## src/rtl/buffer_fill_rx_pkg.sv

```systemverilog
// Shared constants, slot layout, destination encoding and rx FSM states for the
// packet buffer writer.
package buffer_fill_rx_pkg;

    localparam int DEPTH     = 6;
    localparam int SLOT_W    = 3;
    localparam int DROP_W    = 8;
    localparam int OCC_W     = 3;
    localparam int NBUF      = 4;
    localparam int VALID_BIT = 0;
    localparam int TAG_LSB   = 1;

    typedef enum logic [1:0] {
        DEST_B1 = 2'b00,
        DEST_B2 = 2'b01,
        DEST_B3 = 2'b10,
        DEST_B4 = 2'b11
    } dest_e;

    typedef enum logic [2:0] {
        ST_IDLE = 3'd0,
        ST_D1   = 3'd1,
        ST_D0   = 3'd2,
        ST_T1   = 3'd3,
        ST_T0   = 3'd4
    } rx_state_e;

    function automatic logic [SLOT_W-1:0] make_slot(input logic [1:0] tag);
        logic [SLOT_W-1:0] slot;
        slot                  = '0;
        slot[VALID_BIT]       = 1'b1;
        slot[TAG_LSB +: 2]    = tag;
        return slot;
    endfunction

endpackage

```

## src/rtl/buffer_fill_rx_slot_queue.sv

```systemverilog
// One packet buffer with its occupancy counter. Dequeue shifts toward slot 0; an
// enqueue lands just above the last occupied slot after any dequeue in that cycle.
module buffer_fill_rx_slot_queue
    import buffer_fill_rx_pkg::*;
(
    input  logic                    clk,
    input  logic                    rst_n,
    input  logic                    i_enq,
    input  logic [SLOT_W-1:0]       i_enq_slot,
    input  logic                    i_deq,
    output logic [DEPTH*SLOT_W-1:0] o_data,
    output logic [OCC_W-1:0]        o_occ,
    output logic                    o_full,
    output logic                    o_drop
);

    logic [DEPTH*SLOT_W-1:0] r_data;
    logic [OCC_W-1:0]        r_occ;
    logic                    r_full;

    logic                    w_do_deq;
    logic [DEPTH*SLOT_W-1:0] w_shifted;
    logic [OCC_W-1:0]        w_occ_mid;
    logic                    w_accept;
    logic [OCC_W-1:0]        w_occ_next;
    logic [DEPTH*SLOT_W-1:0] w_data_next;

    assign w_do_deq   = i_deq && (r_occ != '0);
    assign w_shifted  = w_do_deq ? {SLOT_W'(0), r_data[DEPTH*SLOT_W-1:SLOT_W]} : r_data;
    assign w_occ_mid  = r_occ - OCC_W'(w_do_deq);
    // Space is judged after the same-cycle dequeue, so a full buffer being drained still accepts.
    assign w_accept   = i_enq && (w_occ_mid != OCC_W'(DEPTH));
    assign w_occ_next = w_occ_mid + OCC_W'(w_accept);

    always_comb begin
        w_data_next = w_shifted;
        for (int j = 0; j < DEPTH; j++) begin
            if (w_accept && (w_occ_mid == OCC_W'(j))) begin
                w_data_next[j*SLOT_W +: SLOT_W] = i_enq_slot;
            end
        end
    end

    always_ff @(posedge clk or negedge rst_n) begin
        if (!rst_n) begin
            r_data <= '0;
            r_occ  <= '0;
            r_full <= 1'b0;
        end else begin
            r_data <= w_data_next;
            r_occ  <= w_occ_next;
            r_full <= (w_occ_next == OCC_W'(DEPTH));
        end
    end

    assign o_data = r_data;
    assign o_occ  = r_occ;
    assign o_full = r_full;
    assign o_drop = i_enq && !w_accept;

endmodule

```

## src/rtl/buffer_fill_rx.sv

```systemverilog
// Serial packet receiver: deframes {start, dest[1:0], tag[1:0]} and appends the
// packet to one of four buffers; counts packets lost to full buffers.
module buffer_fill_rx
    import buffer_fill_rx_pkg::*;
(
    input  logic                    clk,
    input  logic                    rst_n,
    input  logic                    rx_bit,
    input  logic [3:0]              deq,
    output logic [DEPTH*SLOT_W-1:0] buffer1_o,
    output logic [DEPTH*SLOT_W-1:0] buffer2_o,
    output logic [DEPTH*SLOT_W-1:0] buffer3_o,
    output logic [DEPTH*SLOT_W-1:0] buffer4_o,
    output logic [4*OCC_W-1:0]      occ,
    output logic [3:0]              full,
    output logic [DROP_W-1:0]       drop_cnt,
    output logic                    busy
);

    rx_state_e          r_state;
    dest_e              r_dest;
    logic               r_tag1;
    logic               r_busy;
    logic [DROP_W-1:0]  r_drop_cnt;

    logic                    w_commit;
    logic [SLOT_W-1:0]       w_slot;
    logic [NBUF-1:0]         w_enq;
    logic [NBUF-1:0]         w_drop;
    logic [NBUF-1:0]         w_full;
    logic [DEPTH*SLOT_W-1:0] w_buf [NBUF];
    logic [OCC_W-1:0]        w_occ [NBUF];

    // The commit is combinational on the T0 cycle so the buffer updates on the tag[0] edge.
    assign w_commit = (r_state == ST_T0);
    assign w_slot   = make_slot({r_tag1, rx_bit});

    for (genvar k = 0; k < NBUF; k++) begin : g_q
        assign w_enq[k] = w_commit && (r_dest == dest_e'(k));

        buffer_fill_rx_slot_queue u_q (
            .clk        (clk),
            .rst_n      (rst_n),
            .i_enq      (w_enq[k]),
            .i_enq_slot (w_slot),
            .i_deq      (deq[k]),
            .o_data     (w_buf[k]),
            .o_occ      (w_occ[k]),
            .o_full     (w_full[k]),
            .o_drop     (w_drop[k])
        );

        assign occ[k*OCC_W +: OCC_W] = w_occ[k];
    end

    always_ff @(posedge clk or negedge rst_n) begin
        if (!rst_n) begin
            r_state <= ST_IDLE;
            r_dest  <= DEST_B1;
            r_tag1  <= 1'b0;
            r_busy  <= 1'b0;
        end else begin
            case (r_state)
                ST_IDLE: begin
                    if (rx_bit) begin
                        r_state <= ST_D1;
                        r_busy  <= 1'b1;
                    end
                end
                ST_D1: begin
                    r_dest[1] <= rx_bit;
                    r_state   <= ST_D0;
                end
                ST_D0: begin
                    r_dest[0] <= rx_bit;
                    r_state   <= ST_T1;
                end
                ST_T1: begin
                    r_tag1  <= rx_bit;
                    r_state <= ST_T0;
                end
                ST_T0: begin
                    r_state <= ST_IDLE;
                    r_busy  <= 1'b0;
                end
                default: begin
                    r_state <= ST_IDLE;
                    r_busy  <= 1'b0;
                end
            endcase
        end
    end

    always_ff @(posedge clk or negedge rst_n) begin
        if (!rst_n) begin
            r_drop_cnt <= '0;
        end else if ((|w_drop) && (r_drop_cnt != '1)) begin
            r_drop_cnt <= r_drop_cnt + DROP_W'(1);
        end
    end

    assign buffer1_o = w_buf[0];
    assign buffer2_o = w_buf[1];
    assign buffer3_o = w_buf[2];
    assign buffer4_o = w_buf[3];
    assign full      = w_full;
    assign drop_cnt  = r_drop_cnt;
    assign busy      = r_busy;

endmodule

```

## config.mk

```make
export PLATFORM = sky130hd
export DESIGN_NAME = buffer_fill_rx
export DESIGN_NICKNAME = d
export VERILOG_FILES = /design/src/rtl/buffer_fill_rx_pkg.sv /design/src/rtl/buffer_fill_rx_slot_queue.sv /design/src/rtl/buffer_fill_rx.sv
export SDC_FILE = /design/constraint.sdc
export NUM_CORES = 1
export LEC_CHECK = 0
export CORE_MARGIN = 5
export CORE_UTILIZATION = 57
export DETAILED_ROUTE_END_ITERATION = 8
export DONT_BUFFER_PORTS = 1
export PLACE_DENSITY = 0.84
export SLEW_MARGIN = 20
export SYNTH_ARGS = -nofsm -noshare
export SYNTH_HDL_FRONTEND = slang
export SYNTH_HIERARCHICAL = 1
export SYNTH_SLANG_ARGS = --single-unit
```

## constraint.sdc

```tcl
create_clock -name clk -period 3.4 [get_ports clk]
set_clock_uncertainty 0.05 [all_clocks]
set_input_delay 0 -clock clk [delete_from_list [all_inputs] [get_ports clk]]
set_output_delay 0 -clock clk [all_outputs]
set_load 0.01 [all_outputs]
```

; ---- Yosys cells after proc, flatten, opt, wreduce, memory -nomap -nowiden
; Index checks and enable logic that the tools add are counted.
[op_classes]
addsub = 9
multipliers = 0
div = 0
order_cmp = 0
n_eq_ne = 37
shift = 0
n_mux = 32
n_bitwise = 1
n_reduce_logical = 82
[op_table]
columns = operator, count
row1 = 3-bit 2-to-1 mux, 25
row2 = 18-bit 2-to-1 mux, 4
row3 = 2-bit nonzero test, 24
row4 = 1-bit logical AND, 41
row5 = "3-bit equality test, second input constant", 13
row6 = "3-bit by 2-bit equality test with 1-bit output, second input constant", 10
row7 = "3-bit by 1-bit equality test with 1-bit output, second input constant", 5
row8 = 3-bit zero test, 5
row9 = 3-bit by 1-bit adder with 3-bit output, 4
row10 = "3-bit inequality test, second input constant", 4
row11 = 3-bit case mux with 4 select lines, 1
row12 = 3-bit nonzero test, 4
row13 = 3-bit by 1-bit subtractor with 3-bit output, 4
row14 = "8-bit by 1-bit adder with 8-bit output, second input constant", 1
row15 = "8-bit inequality test, second input constant", 1
row16 = "2-bit equality test, second input constant", 2
row17 = 1-bit zero test, 4
row18 = 4-bit OR reduction, 1
row19 = 3-bit OR reduction, 1
row20 = "2-bit by 1-bit equality test with 1-bit output, second input constant", 1
row21 = 2-bit zero test, 1
row22 = "2-bit inequality test, second input constant", 1
row23 = 1-bit case mux with 2 select lines, 1
row24 = 2-bit AND reduction, 1
row25 = 2 further kinds, 2
[totals]
regBits = 103
latch_bits = 0
ramBits = 0
romBits = 0
inputBits = 7
out_inout_bits = 97
elab_cells = 199
mem_count = 0

; ---- Longest topological paths before layout
; Gate-level depths: netlist of run 1.
[depth]
ltp_word = 9
mapped_depth = 11
mapped_depth_nobuf = 9

; ---- By module
; Netlist of run 1, hierarchy kept.
[modules_own_cells]
columns = mod, n_inst, cells_per_inst, area_each_um2, seq_area_each_um2
row1 = buffer_fill_rx_slot_queue (g_q[1].u_q ...), 3, 104, 1098.6, 550.5
row2 = buffer_fill_rx_slot_queue (g_q[0].u_q), 1, 101, 1099.8, 550.5
row3 = buffer_fill_rx, 1, 67, 757.0, 375.4

; ---- Worst setup path before layout of run 1
; Ideal clock, no wire load.
[synth_timing]
kind = reg2reg
start = register g_q[1].u_q.r_occ[2]
end = register r_drop_cnt[7], in the netlist drop_cnt[7]
setup_time_ns = 0.128
arrival_time_ns = 3.077
t_required_ns = 3.222
path_slack_ns = 0.145
stages_incl_launch_ff = 12
path_buffers = 2
synth_period_minus_slack_ns = 3.255
path_cell_list = dfrtp_1 -> o31ai_4 -> inv_2 -> clkbuf_1 -> ha_1 -> ha_1 -> xnor2_1 -> nor3_1 -> or4_4 -> buf_6 -> nand3_2 -> mux2_1
[synth_via]
elab_chain_cells = 9
[synth_rtl]
columns = element, line
row1 = start: declaration, buffer_fill_rx_slot_queue.sv:18  ; logic [OCC_W-1:0] r_occ;
row2 = start signal: assignment, buffer_fill_rx_slot_queue.sv:51  ; r_occ <= w_occ_next;
row3 = 3-bit nonzero test, buffer_fill_rx_slot_queue.sv:28  ; assign w_do_deq = i_deq && (r_occ != '0);
row4 = 1-bit logical AND, buffer_fill_rx_slot_queue.sv:28
row5 = 3-bit by 1-bit subtractor with 3-bit output *, buffer_fill_rx_slot_queue.sv:30  ; assign w_occ_mid = r_occ - OCC_W'(w_do_deq);
row6 = 3-bit inequality test *, buffer_fill_rx_slot_queue.sv:32  ; assign w_accept = i_enq && (w_occ_mid != OCC_W'(DEPTH));
row7 = 1-bit logical AND *, buffer_fill_rx_slot_queue.sv:32
row8 = 1-bit zero test *, buffer_fill_rx_slot_queue.sv:59  ; assign o_drop = i_enq && !w_accept;
row9 = 1-bit logical AND *, buffer_fill_rx_slot_queue.sv:59
row10 = named net w_drop[1], buffer_fill_rx.sv:29  ; logic [NBUF-1:0] w_drop;
row11 = 4-bit OR reduction *, buffer_fill_rx.sv:97  ; end else if ((|w_drop) && (r_drop_cnt != '1)) begin
row12 = 1-bit logical AND *, buffer_fill_rx.sv:97
row13 = end signal: assignment, buffer_fill_rx.sv:98  ; r_drop_cnt <= r_drop_cnt + DROP_W'(1);
row14 = end: declaration, buffer_fill_rx.sv:24  ; logic [DROP_W-1:0] r_drop_cnt;
; The timed path passes the listed nets; every way through them passes the cells marked *.
; A chain may end at the register's enable or synchronous reset.

; ---- Worst setup path after layout of run 1
[layout_timing]
start = register g_q[0].u_q.r_occ[2]
end = register r_drop_cnt[7], in the netlist drop_cnt[7]
[layout_via]
elab_chain_cells = 9
[layout_rtl]
columns = element, line
row1 = start: declaration, buffer_fill_rx_slot_queue.sv:18
row2 = start signal: assignment, buffer_fill_rx_slot_queue.sv:51
row3 = 3-bit nonzero test, buffer_fill_rx_slot_queue.sv:28
row4 = 1-bit logical AND, buffer_fill_rx_slot_queue.sv:28
row5 = 3-bit by 1-bit subtractor with 3-bit output *, buffer_fill_rx_slot_queue.sv:30
row6 = 3-bit inequality test *, buffer_fill_rx_slot_queue.sv:32
row7 = 1-bit logical AND *, buffer_fill_rx_slot_queue.sv:32
row8 = 1-bit zero test *, buffer_fill_rx_slot_queue.sv:59
row9 = 1-bit logical AND *, buffer_fill_rx_slot_queue.sv:59
row10 = named net w_drop[0], buffer_fill_rx.sv:29
row11 = 4-bit OR reduction *, buffer_fill_rx.sv:97
row12 = 1-bit logical AND *, buffer_fill_rx.sv:97
; Marked as above.

==> flow_summary.yaml, run 1 <==
status:
  outcome: "finished, final reports clean"
flow_run:
  cap_violations: 0
worst_setup_path:
  rr_startpoint: "g_q[0].u_q/o_occ[2]"
  cp_max_fo: 10
  cp.required_ns: 3.58
  critPathCaptureType: "register"
  ff2ff_path_depth: 10
  crit_arrival_ns: 3.14
  crit_path_start: "g_q[0].u_q/o_occ[2]"
  r2r_slack_ns: 0.44
  crit_path_start_kind: "register"
  reg2reg_to: "drop_cnt[7]"
  critPathKind: "register to register"
yosys:
  synth_edf_count: 0
  synth_seq_area_share: 0.500
  synthMuxAreaShare: 0.136
  synthArstFlopShare: 1.00
  synth_area_leaders: "dfrtp_1 50%, mux2_2 7.6%, nand2_1 6.0%"
  synthDistinctLibCells: 45
  synth_xor_area_frac: 0.0272
  synth_seq_cells: 103
  synth-compound-area-share: 0.110
  synth.avg_cell_area_um2: 10.7
  synth_top_family_by_area: "simple AND/OR/NAND/NOR gates"
  yosysMostFrequentCell: "dfrtp_1"
  yosys.area.top_type: "dfrtp_1"
  ys_warn_count: 6
  synth_cells: 480
  synth_top_area_frac: 0.500
  synth-adder-area-share: 0.0316
  synthSimpleGateAreaFrac: 0.167
  syn-cell-area_mm2: 0.00515
  synthFlopType: "dfrtp_1"
  synth_common_cells: "103 x dfrtp_1, 82 x nand2_1, 38 x nor3_1, 35 x mux2_2, 33 x a31oi_1"
cells_and_area:
  diodes: 0
  area_delta_synth_final_pct: 9.15
  fin_nets: 536
  drive_gt1_frac: 0.150
  instances_no_fill: 627
  post-route-util: 0.642
  fillerInstances: 693
clocking:
  cts_tree: "yes"
  cts.sinks: 103
  holdBufCountCts: 7
  clock_latency_ns: 0.35
  clkTransAtPathRegs_ns: 0.10
  cts_root_buf: "clkbuf_8"
  cts_resized: 0
  numCtsBuffers: 9
  cts_setup_buffers: 0
  clock_path_buffers: 2
  cts.htree.levels: 3
floorplanning:
  die_height_um: 105
  start_util: 0.588
  die_area_mm2: 0.0110
  die_x_um: 105
  io_pins: 104
  rows: 34
  core_area_mm2: 0.00876
detailed_routing:
  drc_errors: 0
  drt.antenna.violating_nets: 0
  wl_um: 11400
  firstDrtPassIters: 4
  wl_per_cell_um: 18.2
  route.vias.total: 3712
  drtIter0Drc: 147
  via_per_inst: 5.92
sta:
  min_period_ns: 2.96
  slew_viol_final: 0
  setup_violations: 0
  slew_headroom: 0.262
  fmax_mhz: 338
  rsz0062_at_grt: "no"
  fin_setup_tns_ns: 0
  hold_violations: 0
  fin_crit_sh: 0.871
  worst_pin_slew_ns: 1.10
  hold_slack_ns: 0.189
power_and_ir_drop:
  power_density_mw_per_mm2: 673
  power_leakage_uw: 0.00265
  irDropWorstVdd_mv: 0.388
global_route:
  grt_overflow: 0
  antenna_found_initial: 0
  grtUsageTotal: 0.211
  grt_pass1_wl_um: 19200
  grt_max_degree: 104
  grt_pass1_vias: 3801
placed_design:
  port-buffer-count: 0
  place.gp.congestion: 0.888
  dpl.hpwl_um: 8280
  place_inst: 606
min_path:
  hp-class: "primary input to asynchronous set/reset pin"
report_power, final:
group          switching, uW  leakage (uW)  internal (uW)  total [uW]
combinational            735       0.00119            513        1250
sequential               424       0.00139           1460        1880
clock                    393     0.0000675            259         653
total                   1550       0.00265           2230        3780
worst max path at each step:
| stage | endpoint | slack, ns | depth (start not counted) |
|---|---|---|---|
| floorplan | drop_cnt[7] | 0.15 | 11 |
| global placement | drop_cnt[7] | 0.53 | 10 |
| detailed placement | drop_cnt[7] | 0.47 | 10 |
| CTS | drop_cnt[7] | 0.43 | 10 |
| global route | drop_cnt[7] | 0.32 | 10 |
| finish | drop_cnt[7] | 0.44 | 10 |
cells in the final DEF (no fill, tap or decap), types with 5 or more instances in the layout:
cell type      count
ha_1              13
nor3_1            38
buf_4             12
mux2_2            35
conb_1            21
dfrtp_1          103
xnor2_1           12
clkbuf_8           9
a31oi_1           33
a22o_1             9
nor2_1            10
a21oi_1            5
mux2_1             7
dlygate4sd3_1      6
nand3_1            8
nand2b_1           5
and3_1             7
inv_1             15
o211ai_1           5
mux2i_1           21
nand2_1           82
worst max-delay path: stages (launching register included):
cell and delay [ns]:
dfrtp_1 0.49, o31ai_4 0.30, inv_2 0.15, ha_1 0.21, ha_1 0.22, xnor2_1 0.16
buf_4 0.17, nor3_1 0.07, or4_4 0.59, nand3_2 0.10, mux2_1 0.31
flip-flops by register name, summed over array words and instances, names as in the netlist:
signal and flops:
g_q.u_q/o_full 4, r_state 3, r_tag1 1, r_dest 2, g_q.u_q/o_occ 12, drop_cnt 8
busy 1, g_q.u_q/o_data 72
cell type report:
type / count / area [um2] / area share
well taps: 108 / 135 / 0.0240
clock buffers: 11 / 131 / 0.0234
repair buffers: 19 / 178 / 0.0316
multi-input cells: 364 / 2510 / 0.446
clock inverters: 3 / 22.5 / 0.00400
flip-flops and latches: 103 / 2580 / 0.458
inverters: 19 / 71.3 / 0.0127
stage by stage:
| stage | cell area, um2 | setup WS [ns] | power, uW |
|---|---|---|---|
| floorplan | 5230 | 0.145 | 2710 |
| global placement | 5380 | 0.533 | 3040 |
| detailed placement | 5380 | 0.468 | 3110 |
| CTS | 5620 | 0.428 | 3800 |
| global route | 5620 | 0.317 | 4050 |
| finish | 5620 | 0.439 | 3780 |
logic make-up after synthesis:
family / count (synthesis)
compound gates: 72
flops: 103
xor+xnor: 16
simple gates: 178
mux: 64
fa+ha+maj: 13
other cells: 1
buf+inv: 33
per-layer routing:
layer  up-vias  track usage  part of all wire
met5         -            0                 0
met4         0       0.0740             0.018
met3        19       0.0604             0.084
met2       143        0.346              0.48
met1      1780        0.266              0.42
li1       1770            -                 -
Power figures use the tool's default switching activity.
==> inputs of run 2 (changes only) <==
Settings changed: CORE_ASPECT_RATIO from default to 0.8, CORE_UTILIZATION 57 to 60, CTS_BUF_LIST from default to sky130_fd_sc_hd__clkbuf_4 sky130_fd_sc_hd__clkbuf_8, PLACE_DENSITY 0.84 to 0.88.
==> run 2 against run 1 <==
Against the previous run:
- count of clock-buffer cells in the layout did not move
- combinational power about the same
- sequential share of layout area fell by 0.46 points
- global-route usage up 2.1 points
- utilization is 3.1 points higher
- worst setup slack lost 0.025 ns
- highest routed layer unchanged
==> flow_summary.yaml, run 2 (same netlist as run 1, synthesis figures left out) <==
status:
  outcome: "finished, final reports clean"
clocking:
  cts.sinks: 103
  cts_resized: 0
  cts_tree: "yes"
  clock_latency_ns: 0.35
  cts_root_buf: "clkbuf_8"
  numCtsBuffers: 9
  cts.htree.levels: 3
  clkTransAtPathRegs_ns: 0.10
  clock_path_buffers: 2
  cts_setup_buffers: 0
worst_setup_path:
  rr_startpoint: "g_q[0].u_q/o_occ[2]"
  crit_path_start_kind: "register"
  crit_arrival_ns: 3.18
  critPathKind: "register to register"
  cp_max_fo: 10
  ff2ff_path_depth: 10
  critPathCaptureType: "register"
  cp.required_ns: 3.59
  reg2reg_to: "drop_cnt[7]"
  r2r_slack_ns: 0.41
global_route:
  grt_overflow: 0
  grt_pass1_wl_um: 19700
  grt_pass1_vias: 3835
  antenna_found_initial: 0
  grtUsageTotal: 0.231
  grt_max_degree: 104
sta:
  fin_crit_sh: 0.878
  fmax_mhz: 335
  rsz0062_at_grt: "no"
  hold_violations: 0
  fin_setup_tns_ns: 0
  setup_violations: 0
  slew_viol_final: 0
  min_period_ns: 2.99
  worst_pin_slew_ns: 0.839
  slew_headroom: 0.441
min_path:
  min_from: "rx_bit"
  hp-class: "primary input to register"
  hold_end: "busy"
  hold_depth: 3
detailed_routing:
  via_per_inst: 6.05
  wl_per_cell_um: 19.0
  drc_errors: 0
  drtIter0Drc: 344
  firstDrtPassIters: 6
  drt.antenna.violating_nets: 0
  route.vias.total: 3820
  wl_um: 12000
cells_and_area:
  fin_nets: 534
  final_common_cell: "dfrtp_1"
  post-route-util: 0.673
  drive_gt1_frac: 0.156
  fillerInstances: 638
  area_delta_synth_final_pct: 10.3
  final_cell_mix: "103 x dfrtp_1, 82 x nand2_1, 38 x nor3_1"
  largest_reg_flops: 72
  diodes: 0
floorplanning:
  start_util: 0.610
  core_area_mm2: 0.00845
  die_area_mm2: 0.0106
  io_pins: 104
  die_x_um: 114
  rows: 30
  die_height_um: 92.9
placed_design:
  dpl.hpwl_um: 8530
  port-buffer-count: 0
  place.gp.congestion: 0.817
power_and_ir_drop:
  irDropWorstVdd_mv: 0.379
  power_leakage_uw: 0.00269
  power_density_mw_per_mm2: 701
flow_run:
  cap_violations: 0
run 2: how the worst max path moves through the flow:
stage / start / end / slack, ns / cells after the start
finish: g_q[0].u_q/o_occ[2] / drop_cnt[7] / 0.41 / 10
CTS: g_q[0].u_q/o_occ[2] / drop_cnt[7] / 0.41 / 10
floorplan: g_q[1].u_q/o_occ[2] / drop_cnt[7] / 0.15 / 11
global placement: g_q[0].u_q/o_occ[2] / drop_cnt[7] / 0.55 / 10
detailed placement: g_q[0].u_q/o_occ[2] / drop_cnt[7] / 0.43 / 10
global route: g_q[0].u_q/o_occ[2] / drop_cnt[7] / 0.31 / 10
run 2: critical path: stages, from the launching register on:
cell	delay, ns
dfrtp_1	0.49
o31ai_4	0.30
inv_2	0.15
ha_1	0.21
ha_1	0.22
xnor2_1	0.19
buf_4	0.19
nor3_1	0.07
or4_4	0.59
nand3_2	0.11
mux2_1	0.31
run 2: per-layer routing:
metal / vias up / global-route usage / part of all wire
met5: - / 0 / 0
met4: 0 / 0.0701 / 0.016
met3: 24 / 0.0718 / 0.086
met2: 172 / 0.373 / 0.48
met1: 1858 / 0.299 / 0.41
li1: 1766 / - / -
run 2: report_power, final:
part	leakage, uW	internal [uW]	switching (uW)
logic	0.00118	501	751
registers	0.00139	1460	423
clock network	0.000113	444	407
total	0.00269	2400	1580
run 2: timing repair:
| action | 4_1_cts | 5_1_grt |
|---|---|---|
| hold endpoints to repair | 154 | 0 |
| hold buffers | 7 | 0 |
| endpoints found under the setup margin | 0 | 0 |
run 2: metrics by stage:
step	total power, uW	std cells	hold slack [ns]	instance area, um2	setup WS (ns)
2_1_floorplan	2710	500	-0.346	5230	0.145
3_3_place_gp	3020	608	-0.343	5370	0.553
3_5_place_dp	3100	608	-0.343	5370	0.426
4_1_cts	3990	631	0.228	5690	0.415
5_1_grt	4220	631	0.188	5680	0.305
6_report	3980	631	0.171	5680	0.413
run 2: layout make-up:
class,count,area [um2],area share
Clock inverter,5,81.3,0.0143
Tap cell,112,140,0.0247
Clock buffer,11,145,0.0255
Sequential cell,103,2580,0.454
Timing Repair Buffer,17,158,0.0277
Multi-Input combinational cell,364,2510,0.442
Inverter,19,71.3,0.0126
==> inputs of run 3 (changes only) <==
Settings changed: BUFFER_PORTS_ARGS from default to -buffer_cell sky130_fd_sc_hd__buf_4, CORE_UTILIZATION 60 to 52, DONT_BUFFER_PORTS 1 to default.
==> run 3 against run 2 <==
Against the previous run:
- sequential power decreased by 6%
- critical path type unchanged
- global-route usage decreased by 1.9 points
- critical endpoint unchanged
- via count increased by 11%
- worst setup slack improved by 0.070 ns
==> flow_summary.yaml, run 3 (same netlist as run 1, synthesis figures left out) <==
clocking:
  numCtsBuffers: 9
  cts_tree: "yes"
  cts_root_buf: "clkbuf_8"
  cts_setup_buffers: 0
  cts.htree.levels: 3
  clkTransAtPathRegs_ns: 0.10
  clock_path_buffers: 2
  clock_latency_ns: 0.35
  cts_resized: 0
  cts.sinks: 103
sta:
  fmax_mhz: 343
  slew_viol_final: 0
  min_period_ns: 2.92
  setup_violations: 0
  rsz0062_at_grt: "no"
  hold_slack_ns: 0.0579
  fin_setup_tns_ns: 0
  fin_ws_ns: 0.484
  worst_pin_slew_ns: 0.963
  slew_headroom: 0.358
  hold_violations: 0
  fin_crit_sh: 0.858
detailed_routing:
  firstDrtPassIters: 5
  wl_um: 12300
  drtIter0Drc: 569
  via_per_inst: 5.61
  wl_per_cell_um: 16.3
  route.vias.total: 4237
  drc_errors: 0
  drt.antenna.violating_nets: 0
global_route:
  grt_pass1_wl_um: 20900
  grt_overflow: 0
  antenna_found_initial: 0
  grt_pass1_vias: 4232
  grtUsageTotal: 0.212
  grt_max_degree: 60
placed_design:
  port-buffer-count: 103
  place_ws_ns: 0.506
  place.gp.congestion: 0.848
  dpl.hpwl_um: 9200
power_and_ir_drop:
  internal_power_uw: 2590
  p_sw_frac: 0.389
  power_leakage_uw: 0.00322
  power_density_mw_per_mm2: 661
  power_frac_seq: 0.415
  switchingPower_uw: 1650
  finalPower_uw: 4240
  irDropWorstVdd_mv: 0.390
  power.share.clock: 0.189
  pwr-share-comb: 0.396
worst_setup_path:
  cp_num_buf_inv: 2
  cp.required_ns: 3.58
  critPathCaptureType: "register"
  cpPeakStageDelay_ns: 0.59
  crit_path_top_delay_cell: "or4_4"
  crit_path_start_kind: "register"
  path_cells: "o31ai_4 -> inv_2 -> ha_1 -> ha_1 -> xnor2_1 -> buf_4 -> nor3_1 -> or4_4 -> nand3_2 -> mux2_1"
  cpMostUsedCell: "ha_1"
  critPathKind: "register to register"
  crit_arrival_ns: 3.10
  cp_max_fo: 10
  cp_top_family: "simple AND/OR/NAND/NOR gates"
cells_and_area:
  final_cell_mix: "116 x buf_4, 103 x dfrtp_1, 82 x nand2_1"
  fillerInstances: 736
  drive_gt1_frac: 0.299
  area_delta_synth_final_pct: 24.6
  diodes: 0
  multiInputGateArea_mm2: 0.00251
  final_common_cell: "buf_4"
  fin_nets: 634
  seq_area_mm2: 0.00258
  largest_reg_flops: 72
flow_run:
  cap_violations: 0
floorplanning:
  rows: 32
  start_util: 0.534
  core_area_mm2: 0.00965
  die_x_um: 121
  die_height_um: 99.0
  die_area_mm2: 0.0120
  io_pins: 104
min_path:
  hp-class: "primary input to register"
status:
  outcome: "finished, final reports clean"
run 3: final timing paths:
check	from	to	slack, ns	cells after the start
worst max-delay path	g_q[0].u_q/o_occ[2]	drop_cnt[7]	0.48	10
worst min-delay path	rx_bit	r_state[0]	0.06	2
worst max register to register	g_q[0].u_q/o_occ[2]	drop_cnt[7]	0.48	10
worst min register to register	r_state[2]	busy	0.47	1
max in group asynchronous	rst_n	g_q[3].u_q/o_data[7]	2.31	3
min in group asynchronous	rst_n	g_q[1].u_q/o_data[9]	0.19	2
run 3: power by group through the flow:
stage                     logic [uW]  clock network [uW]  registers (uW)
final                           1680                 802            1760
after global routing            1840                 881            1800
after CTS                       1680                 820            1760
after detailed placement        1660                   0            1780
after global placement          1600                   0            1760
after floorplan                  912                   0            1800
run 3: cell type report:
type,count,area share
clock buffers,12,0.0248
well taps,136,0.0265
inverters,19,0.0111
multi-input cells,364,0.391
flip-flops and latches,103,0.401
repair buffers,117,0.137
clock inverters,4,0.00819
run 3: timing repair:
action	4_1_cts	5_1_grt
hold buffers	1	0
endpoints found under the hold margin	57	0
setup endpoints to repair	0	0
run 3: metal layers:
metal	wire, um	part of all wire	global-route usage
met5	0	0	0
met4	187	0.015	0.0663
met3	844	0.069	0.0482
met2	5750	0.47	0.324
met1	5510	0.45	0.302
run 3: through the flow:
step / utilization / std cells / instance area, um2
final: 0.665 / 755 / 6420
after global routing: 0.665 / 755 / 6420
after detailed placement: 0.642 / 738 / 6200
after global placement: 0.642 / 738 / 6200
after floorplan: - / 500 / 5230
after CTS: 0.665 / 755 / 6420
